### src/rtl/sal_rd_resp_buf_pkg.sv
`default_nettype none
// ============================================================================
// Module : sal_rd_resp_buf_pkg
// Brief  : Shared types and constants for the read-return buffer.
// Rev    : 1.0  initial release
// ============================================================================
package sal_rd_resp_buf_pkg;

    localparam int         SAL_ID_W   = 4;
    localparam logic [1:0] RRESP_OKAY = 2'b00;

    typedef struct packed {
        logic [SAL_ID_W-1:0] id;
        logic                last;
    } rd_tag_t;

endpackage
`default_nettype wire

### src/rtl/sal_sync_fifo.sv
`default_nettype none
// ============================================================================
// Module : sal_sync_fifo
// Brief  : Single-clock FIFO, power-of-2 depth, head read from storage flops.
// Rev    : 1.0  initial release
// ============================================================================
module sal_sync_fifo #(
    parameter int WIDTH = 8,
    parameter int DEPTH = 4
) (
    input  logic             clk,
    input  logic             rst_n,
    input  logic             push_i,
    input  logic [WIDTH-1:0] din_i,
    input  logic             pop_i,
    output logic [WIDTH-1:0] dout_o,
    output logic             full_o,
    output logic             empty_o
);

    localparam int AW = (DEPTH > 1) ? $clog2(DEPTH) : 1;

    logic [AW:0]      wr_ptr_q, wr_ptr_d;
    logic [AW:0]      rd_ptr_q, rd_ptr_d;
    logic [WIDTH-1:0] mem_q [DEPTH];
    logic [WIDTH-1:0] mem_d [DEPTH];

    // Extra pointer bit distinguishes full from empty when the indices match.
    always_comb begin
        empty_o  = (wr_ptr_q == rd_ptr_q);
        full_o   = (wr_ptr_q[AW] != rd_ptr_q[AW]) &&
                   (wr_ptr_q[AW-1:0] == rd_ptr_q[AW-1:0]);
        dout_o   = mem_q[rd_ptr_q[AW-1:0]];
        wr_ptr_d = wr_ptr_q;
        rd_ptr_d = rd_ptr_q;
        mem_d    = mem_q;
        if (push_i && !full_o) begin
            mem_d[wr_ptr_q[AW-1:0]] = din_i;
            wr_ptr_d = wr_ptr_q + 1'b1;
        end
        if (pop_i && !empty_o) begin
            rd_ptr_d = rd_ptr_q + 1'b1;
        end
    end

    always_ff @(posedge clk or negedge rst_n) begin
        if (!rst_n) begin
            wr_ptr_q <= '0;
            rd_ptr_q <= '0;
        end else begin
            wr_ptr_q <= wr_ptr_d;
            rd_ptr_q <= rd_ptr_d;
        end
    end

    always_ff @(posedge clk) begin
        mem_q <= mem_d;
    end

endmodule
`default_nettype wire

### src/rtl/sal_rd_resp_buf.sv
`default_nettype none
// ============================================================================
// Module : sal_rd_resp_buf
// Brief  : DFI read-data to AXI R return buffer with scheduler credits.
//          Optional same-cycle bypass when SAL_RD_BYPASS_EN is defined.
// Rev    : 1.0  initial release
// ============================================================================
module sal_rd_resp_buf
    import sal_rd_resp_buf_pkg::*;
#(
    parameter int ID_W        = SAL_ID_W,  // must match the package tag width
    parameter int DATA_W      = 64,
    parameter int BURST_BEATS = 4,
    parameter int TAG_DEPTH   = 8,
    parameter int DATA_DEPTH  = 16
) (
    input  logic              clk,
    input  logic              rst_n,
    input  logic              rd_cmd_valid_i,
    input  logic [ID_W-1:0]   rd_cmd_id_i,
    input  logic              rd_cmd_last_i,
    output logic              rd_cmd_ready_o,
    input  logic              dfi_rddata_valid_i,
    input  logic [DATA_W-1:0] dfi_rddata_i,
    output logic              rvalid_o,
    input  logic              rready_i,
    output logic [ID_W-1:0]   rid_o,
    output logic [DATA_W-1:0] rdata_o,
    output logic [1:0]        rresp_o,
    output logic              rlast_o,
    output logic              err_o
);

    localparam int             CW         = $clog2(DATA_DEPTH + 1);
    localparam int             BCW        = (BURST_BEATS > 1) ? $clog2(BURST_BEATS) : 1;
    localparam logic [CW-1:0]  BURST_CRED = CW'(BURST_BEATS);
    localparam logic [CW-1:0]  FULL_CRED  = CW'(DATA_DEPTH);
    localparam logic [BCW-1:0] LAST_BEAT  = BCW'(BURST_BEATS - 1);

    logic [CW-1:0]     credit_q, credit_d;
    logic [BCW-1:0]    beat_cnt_q, beat_cnt_d;
    logic              err_q, err_d;
    logic              alive_q, alive_d;

    rd_tag_t           tag_din, tag_head;
    logic              tag_push, tag_pop, tag_full, tag_empty;
    logic              data_push, data_pop, data_full, data_empty;
    logic [DATA_W-1:0] data_head;
    logic              cmd_accept, r_hs, bypass, orphan, overflow, last_beat;

    sal_sync_fifo #(.WIDTH($bits(rd_tag_t)), .DEPTH(TAG_DEPTH)) u_tag_fifo (
        .clk     (clk),
        .rst_n   (rst_n),
        .push_i  (tag_push),
        .din_i   (tag_din),
        .pop_i   (tag_pop),
        .dout_o  (tag_head),
        .full_o  (tag_full),
        .empty_o (tag_empty)
    );

    sal_sync_fifo #(.WIDTH(DATA_W), .DEPTH(DATA_DEPTH)) u_data_fifo (
        .clk     (clk),
        .rst_n   (rst_n),
        .push_i  (data_push),
        .din_i   (dfi_rddata_i),
        .pop_i   (data_pop),
        .dout_o  (data_head),
        .full_o  (data_full),
        .empty_o (data_empty)
    );

    always_comb begin
        // alive_q holds ready low through reset and releases it one edge later.
        rd_cmd_ready_o = alive_q && !tag_full && (credit_q >= BURST_CRED);
        cmd_accept     = rd_cmd_valid_i && rd_cmd_ready_o;
        tag_din.id     = rd_cmd_id_i;
        tag_din.last   = rd_cmd_last_i;

`ifdef SAL_RD_BYPASS_EN
        bypass = data_empty && !tag_empty && dfi_rddata_valid_i;
`else
        bypass = 1'b0;
`endif

        last_beat = (beat_cnt_q == LAST_BEAT);
        rvalid_o  = (!data_empty && !tag_empty) || bypass;
        rdata_o   = bypass ? dfi_rddata_i : data_head;
        rid_o     = tag_head.id;
        rlast_o   = rvalid_o && tag_head.last && last_beat;
        rresp_o   = RRESP_OKAY;
        r_hs      = rvalid_o && rready_i;

        // With nothing outstanding every credit is home, so any beat is unsolicited.
        orphan    = dfi_rddata_valid_i && tag_empty && (credit_q == FULL_CRED);
        overflow  = dfi_rddata_valid_i && !orphan && data_full;
        data_push = dfi_rddata_valid_i && !orphan && !data_full && !(bypass && rready_i);
        data_pop  = r_hs && !bypass;
        tag_push  = cmd_accept;
        tag_pop   = r_hs && last_beat;

        credit_d = credit_q;
        if (r_hs && (credit_q != FULL_CRED)) begin
            credit_d = credit_d + CW'(1);
        end
        if (cmd_accept) begin
            credit_d = credit_d - BURST_CRED;
        end

        beat_cnt_d = beat_cnt_q;
        if (r_hs) begin
            beat_cnt_d = last_beat ? '0 : beat_cnt_q + BCW'(1);
        end

        err_d   = err_q || (rd_cmd_valid_i && !rd_cmd_ready_o) || orphan || overflow;
        alive_d = 1'b1;
        err_o   = err_q;
    end

    always_ff @(posedge clk or negedge rst_n) begin
        if (!rst_n) begin
            credit_q   <= FULL_CRED;
            beat_cnt_q <= '0;
            err_q      <= 1'b0;
            alive_q    <= 1'b0;
        end else begin
            credit_q   <= credit_d;
            beat_cnt_q <= beat_cnt_d;
            err_q      <= err_d;
            alive_q    <= alive_d;
        end
    end

endmodule
`default_nettype wire
### config.mk
export PLATFORM = sky130hd
export DESIGN_NAME = sal_rd_resp_buf
export DESIGN_NICKNAME = d
export VERILOG_FILES = /design/src/rtl/sal_rd_resp_buf_pkg.sv /design/src/rtl/sal_sync_fifo.sv /design/src/rtl/sal_rd_resp_buf.sv
export SDC_FILE = /design/constraint.sdc
export NUM_CORES = 1
export LEC_CHECK = 0
export BUFFER_PORTS_ARGS = -buffer_cell sky130_fd_sc_hd__buf_2
export CORE_UTILIZATION = 61
export DETAILED_ROUTE_END_ITERATION = 6
export PLACE_DENSITY = 0.79
export SYNTH_ARGS = -nofsm -noshare
export SYNTH_HDL_FRONTEND = slang
export SYNTH_SLANG_ARGS = --single-unit
### constraint.sdc
create_clock -name clk -period 7.8 [get_ports clk]
set_input_delay 1.56 -clock clk [delete_from_list [all_inputs] [get_ports clk]]
set_output_delay 1.56 -clock clk [all_outputs]
set_load 0.1 [all_outputs]
* Yosys cells after proc, flatten, opt, wreduce, memory -nomap -nowiden
Cells that the tools add are included.
** Storage, ports and cells
- Register bits :: 1091
- Bits of input ports :: 74
- Output and inout bits :: 74
- Logic and storage cells :: 106
** Cells by class
- Add/subtract/negate cells :: 7
- Magnitude comparators :: 7
- Equal/unequal tests :: 9
- Mux-type cells :: 15
- Bitwise gates (word level) :: 4
- Reductions and logical operators :: 32
** Operators with widths (number)
- 1024-bit bitwise mux :: 1
- 64-bit binary-select mux with 4-bit select :: 1
- 64-bit demux with 4-bit select :: 1
- 64-bit 2-to-1 mux :: 3
- 40-bit bitwise mux :: 1
- 5-bit 2-to-1 mux :: 5
- 1-bit logical AND :: 23
- 5-bit by 1-bit adder with 5-bit output (second input constant) :: 3
- 5-bit binary-select mux with 3-bit select :: 1
- 5-bit demux with 3-bit select :: 1
- 5-bit greater-or-equal comparator (second input constant) :: 2
- 4-bit NOT with 5-bit output :: 2
- 4-bit by 1-bit adder with 4-bit output (second input constant) :: 2
- 4-bit equality test :: 2
- 4-bit greater-or-equal comparator (second input constant) :: 2
- 3-bit NOT with 4-bit output :: 2
- 1-bit zero test :: 6
- 5-bit equality test :: 1
- 5-bit equality test (second input constant) :: 1
- 5-bit by 3-bit greater-or-equal comparator with 1-bit output (second input constant) :: 1
- 5-bit by 1-bit < comparator with 1-bit output (second input constant) :: 1
- 5-bit != test (second input constant) :: 1
- 5-bit by 3-bit subtractor with 5-bit output (second input constant) :: 1
- 4-bit by 1-bit < comparator with 1-bit output (second input constant) :: 1
- 6 further kinds :: 9

* Depth between registers and ports, before layout
- Depth in word-level cells :: 10
- Depth in mapped cells :: 10
- Depth with buffers taken out :: 10

* Hierarchy
A second synthesis with hierarchy kept.
** Unflattened totals
- Cells, all modules :: 2109
- Area, all modules :: 42420.7 µm²
** Modules (own cells, without submodules)
- sal_sync_fifo at u_data_fifo :: instances 1, cells an instance 1929, area an instance 39686.8 µm², sequential area each 30999.7 µm²
- sal_sync_fifo at u_tag_fifo :: instances 1, cells an instance 120, area an instance 2123.3 µm², sequential area each 1401.3 µm²
- sal_rd_resp_buf :: instances 1, cells an instance 60, area an instance 610.6 µm², sequential area each 226.5 µm²

* Least setup slack after synthesis
OpenSTA, ideal clock, no wires.
- Path kind :: input port to flip-flop
- Start point :: input dfi_rddata_valid_i
- End point :: register u_data_fifo.mem_q[768] (netlist name), enable pin
- Setup time :: 0.564 ns
- Arrival time :: 6.503 ns
- Data required time :: 7.236 ns
- Setup slack :: 0.732 ns
- Stages :: 3
- Path buffers :: 0
- Path through :: a21boi_1 nand3_1 nor3_1
** Between the ends
- Cells in the longest elaborated chain, start to end :: 6
** RTL lines
- from (decl) :: RTL line sal_rd_resp_buf.sv:23 : input logic dfi_rddata_valid_i,
- 1-bit logical AND (2 in a row) :: RTL line sal_rd_resp_buf.sv:95 : orphan = dfi_rddata_valid_i && tag_empty && (credit_q == FULL_CRED);
- 1-bit zero test :: RTL line sal_rd_resp_buf.sv:97 : data_push = dfi_rddata_valid_i && !orphan && !data_full && !(bypass && rready_i);
- 1-bit logical AND * (2 in a row) :: RTL line sal_rd_resp_buf.sv:97
- 1-bit logical AND * :: RTL line sal_sync_fifo.sv:37 : if (push_i && !full_o) begin
- to (signal assigned) :: RTL line sal_sync_fifo.sv:57 : mem_q <= mem_d;
- to (decl) :: RTL line sal_sync_fifo.sv:25 : logic [WIDTH-1:0] mem_q [DEPTH];
Mark *: on every way between the ends. The rest lies on a longest branch, timed or not.
A chain may end at the register's enable or synchronous reset.

* Worst setup path in the final report
- Start point :: register u_data_fifo.rd_ptr_q[1]
- End point :: output rdata_o[58]
** Between the ends
- Cells in the longest elaborated chain, start to end :: 4
** RTL lines
- from (decl) :: RTL line sal_sync_fifo.sv:24 : logic [AW:0] rd_ptr_q, rd_ptr_d;
- from (signal assigned) :: RTL line sal_sync_fifo.sv:52 : rd_ptr_q <= rd_ptr_d;
- 4-bit NOT with 5-bit output (implied by the code) :: RTL line sal_sync_fifo.sv:33 : dout_o = mem_q[rd_ptr_q[AW-1:0]];
- 64-bit binary-select mux with 4-bit select :: RTL line sal_sync_fifo.sv:33
- 64-bit 2-to-1 mux (implied by the code) (2 in a row) :: RTL line sal_sync_fifo.sv:33
- to (decl) :: RTL line sal_rd_resp_buf.sv:28 : output logic [DATA_W-1:0] rdata_o,
Every way passes these cells. The select of a mux whose other input is x is not followed.

==> results.sh <==
export IMPL_die_area_um2=69870
export IMPL_drive_gt1_share_pct=29.63
export IMPL_rsz0062_at_grt="false"
export IMPL_cts_buffers=105
export IMPL_grt_ovfl_total=0
export IMPL_p_comb_share_pct=8.6
export IMPL_final_nets=2131
export IMPL_period_share_pct=69.63
export IMPL_drc_errors=0
export IMPL_ys_types=36
export IMPL_worst_setup_path_type="reg2out"
export IMPL_synth_edf_count=1064
export IMPL_cts_tree="done"
export IMPL_sw_frac_of_total_pct=23.82
export IMPL_peakVddDrop_mv=0.2287
export IMPL_track_usage_pct=25.19
export IMPL_grt_pass1_wl_um=127700
export IMPL_antenna_found_initial=10
export IMPL_period_needed_ps=5431
export IMPL_synthArstFlopShare_pct=2.475
export IMPL_cts_sinks=1091
export IMPL_worstMarginPinSlew_ps=1191
export IMPL_cts_htree_levels=3
export IMPL_power_density_nw_per_um2=280.3
export IMPL_clkLatencyLatePin_ps=680
export IMPL_finalClockSkew_ps=30.51
export IMPL_antenna_left=0
export IMPL_power_internal_mw=10.06
export IMPL_clockBufferDepth=3
export IMPL_endpoint_kind="output port"
export IMPL_fp_dieH_um=264.3
export IMPL_max_clock_freq_mhz=184.1
export IMPL_syn_inst=1861
export IMPL_avgSynthCellArea_um2=22.56
export IMPL_p_clk_share_pct=37.3
export IMPL_hold_class="reg2reg"
export IMPL_crit_path_start_kind="flip-flop"
export IMPL_outcome="completed"
export IMPL_grt_max_degree=123
export IMPL_vias=19608
export IMPL_start_util_pct=62.06
export IMPL_maxSlewViolCount=0
export IMPL_avgRoutedWirePerCell_um=28.61
export IMPL_power_frac_seq_pct=54.1
export IMPL_wl_um=86160
export IMPL_areaGrowthSynthToFinish_pct=12.22
export IMPL_root_buffer="clkbuf_16"
export IMPL_clk_pin_slew_ps=60
export IMPL_cts_resized=0
export IMPL_synth_seq_area_share_pct=77.73
export IMPL_core_area_um2=67630
export IMPL_finalPower_mw=13.20
export IMPL_post_cts_buffers=0
export IMPL_crit_arrival_ps=3870
export IMPL_vias_per_cell=6.510
export IMPL_relSlewSlack_pct=19.88
export IMPL_die_w_um=264.3
export IMPL_ioPinCount=148
export IMPL_worstPathRequired_ps=6240
export IMPL_switchingPower_mw=3.145
export IMPL_place_hpwl_um=42960
export IMPL_drt_first_pass_iters=5
export IMPL_power_leakage_nw=14.58
export IMPL_setup_viol=0
export IMPL_yosysWarnings=0
export IMPL_synth_seq_cells=1091
export IMPL_cts_hold_buf=0
export IMPL_grt_pass1_vias=20484
export IMPL_worstPathMaxFanout=74
export IMPL_hold_viol_final=0
export IMPL_synth_main_ff_cell="edfxtp_1"
export IMPL_gp_congestion=0.7632
export IMPL_fp_row_count=95
export IMPL_port_buffers=145
export IMPL_drtIter0Drc=1935
export IMPL_setup_tns_ps=0
export IMPL_synth_area_um2=41980
export IMPL_fill_cells=3859
export IMPL_cap_violations=0
[cell usage after synthesis (3+ instances only)]
cell type	count	area share, %
clkbuf_1	50	0.45
buf_1	5	0.045
nand2b_1	5	0.075
mux4_2	266	14
mux2_2	10	0.27
a21oi_1	65	0.77
ha_1	11	0.33
nor3_1	10	0.12
o31a_1	3	0.063
inv_1	5	0.045
nand4_1	4	0.060
dfrtp_1	26	1.5
a211oi_1	65	1.2
nand3_1	12	0.14
nor2b_1	64	0.95
xor2_1	11	0.23
nand2_1	13	0.12
edfxtp_1	1064	76
xnor2_1	18	0.38
and3_1	5	0.075
buf_4	18	0.32
mux2i_1	65	1.5
buf_2	32	0.38
nor2_1	17	0.15
[state kept, by name (all words and copies together), names as in the netlist]
signal and count:
err_o 1, credit_q 5, alive_q 1, u_tag_fifo.rd_ptr_q 4
beat_cnt_q 2, u_data_fifo.wr_ptr_q 5, u_data_fifo.mem_q 1024, u_tag_fifo.mem_q 40
u_data_fifo.rd_ptr_q 5, u_tag_fifo.wr_ptr_q 4
[power groups by stage]
stage / combinational, mW / sequential, mW / clock (mW)
2_1_floorplan: 0.688 / 7.24 / 0
3_3_place_gp: 1.11 / 7.21 / 0
3_5_place_dp: 1.14 / 7.26 / 0
4_1_cts: 1.14 / 7.15 / 4.99
5_1_grt: 1.19 / 7.17 / 5.20
6_report: 1.13 / 7.14 / 4.93
[cells by family (layout without fill, tap and decap cells)]
logic type,Yosys count,in the layout,synth area share [%]
DFF,1091,1091,77.73
muxes,341,341,16.09
AOI/OAI and AO/OA,138,138,2.110
and+or+nand+nor,137,137,1.827
buffers and inverters,112,386,1.294
xor gates and xnor gates,29,29,0.6051
adders and majority gates,11,11,0.3279
other,2,6,0.01789
[stage by stage]
step                      hold WS (ps)  worst slack, ps  std cells  area [um2]  utilization [%]
final                            515.8             2369       3012       47110            69.65
after global routing             550.1             2228       3011       47100            69.64
after CTS                        519.9             2323       3009       47100            69.64
after detailed placement         506.7             3060       2812       43740            64.67
after global placement           495.7             3136       2812       43740            64.67
after floorplan                  484.9            732.2       1862       41980                -
[cell usage in the layout (no fill, tap or decap), types with 5 or more instances in the layout]
cell type / instances
a211oi_1: 65
a21oi_1: 65
buf_2: 145
buf_4: 35
bufinv_16: 8
clkbuf_1: 18
clkbuf_16: 108
clkinv_1: 30
clkinv_2: 21
clkinvlp_4: 6
dfrtp_1: 22
edfxtp_1: 1064
ha_1: 11
inv_1: 5
mux2_2: 10
mux2i_1: 65
mux4_2: 266
nand2_1: 13
nand2b_1: 5
nand3_1: 12
nor2_1: 6
nor2_4: 11
nor2b_1: 64
nor3_1: 6
xnor2_1: 18
xor2_1: 11
[final cells by class]
class / count / area [um2] / area share (%)
Antenna cell: 3 / 7.507 / 0.01594
Timing Repair Buffer: 184 / 1069 / 2.268
Multi-Input combinational cell: 659 / 8917 / 18.93
Tap cell: 873 / 1092 / 2.319
Inverter: 5 / 18.77 / 0.03984
Sequential cell: 1091 / 32640 / 69.30
Clock buffer: 126 / 2770 / 5.881
Clock inverter: 71 / 588.1 / 1.248
[layer usage]
layer  wire [um]  track usage [%]  share of wire [%]  vias up
met2       44670            42.49                 52      829
met1       33030            33.37                 38    10423
li1            -                -                  -     8193
met3        6010            4.437                7.0      153
met4        2398            9.177                2.8       10
met5          57                0              0.066        -
[worst max-delay path, stage by stage, from the launching register on]
cell,delay [ps]
dfrtp_4,1060
buf_4,850
mux4_2,380
mux2i_1,90
a21oi_1,290
buf_2,480
[path summary, 6_finish.rpt]
check	startpoint	to	slack, ps	cells past startpoint
setup reg to reg	u_data_fifo.rd_ptr_q[1]	u_data_fifo.mem_q[352]	3380	6
hold reg to reg	beat_cnt_q[1]	beat_cnt_q[1]	520	1
setup / recovery	u_data_fifo.rd_ptr_q[1]	rdata_o[58]	2370	5
hold / removal	beat_cnt_q[1]	beat_cnt_q[1]	520	1
min in group asynchronous	rst_n	credit_q[1]	910	1
max in group asynchronous	rst_n	u_data_fifo.rd_ptr_q[0]	6430	1
(Power assumes the default switching activity.)
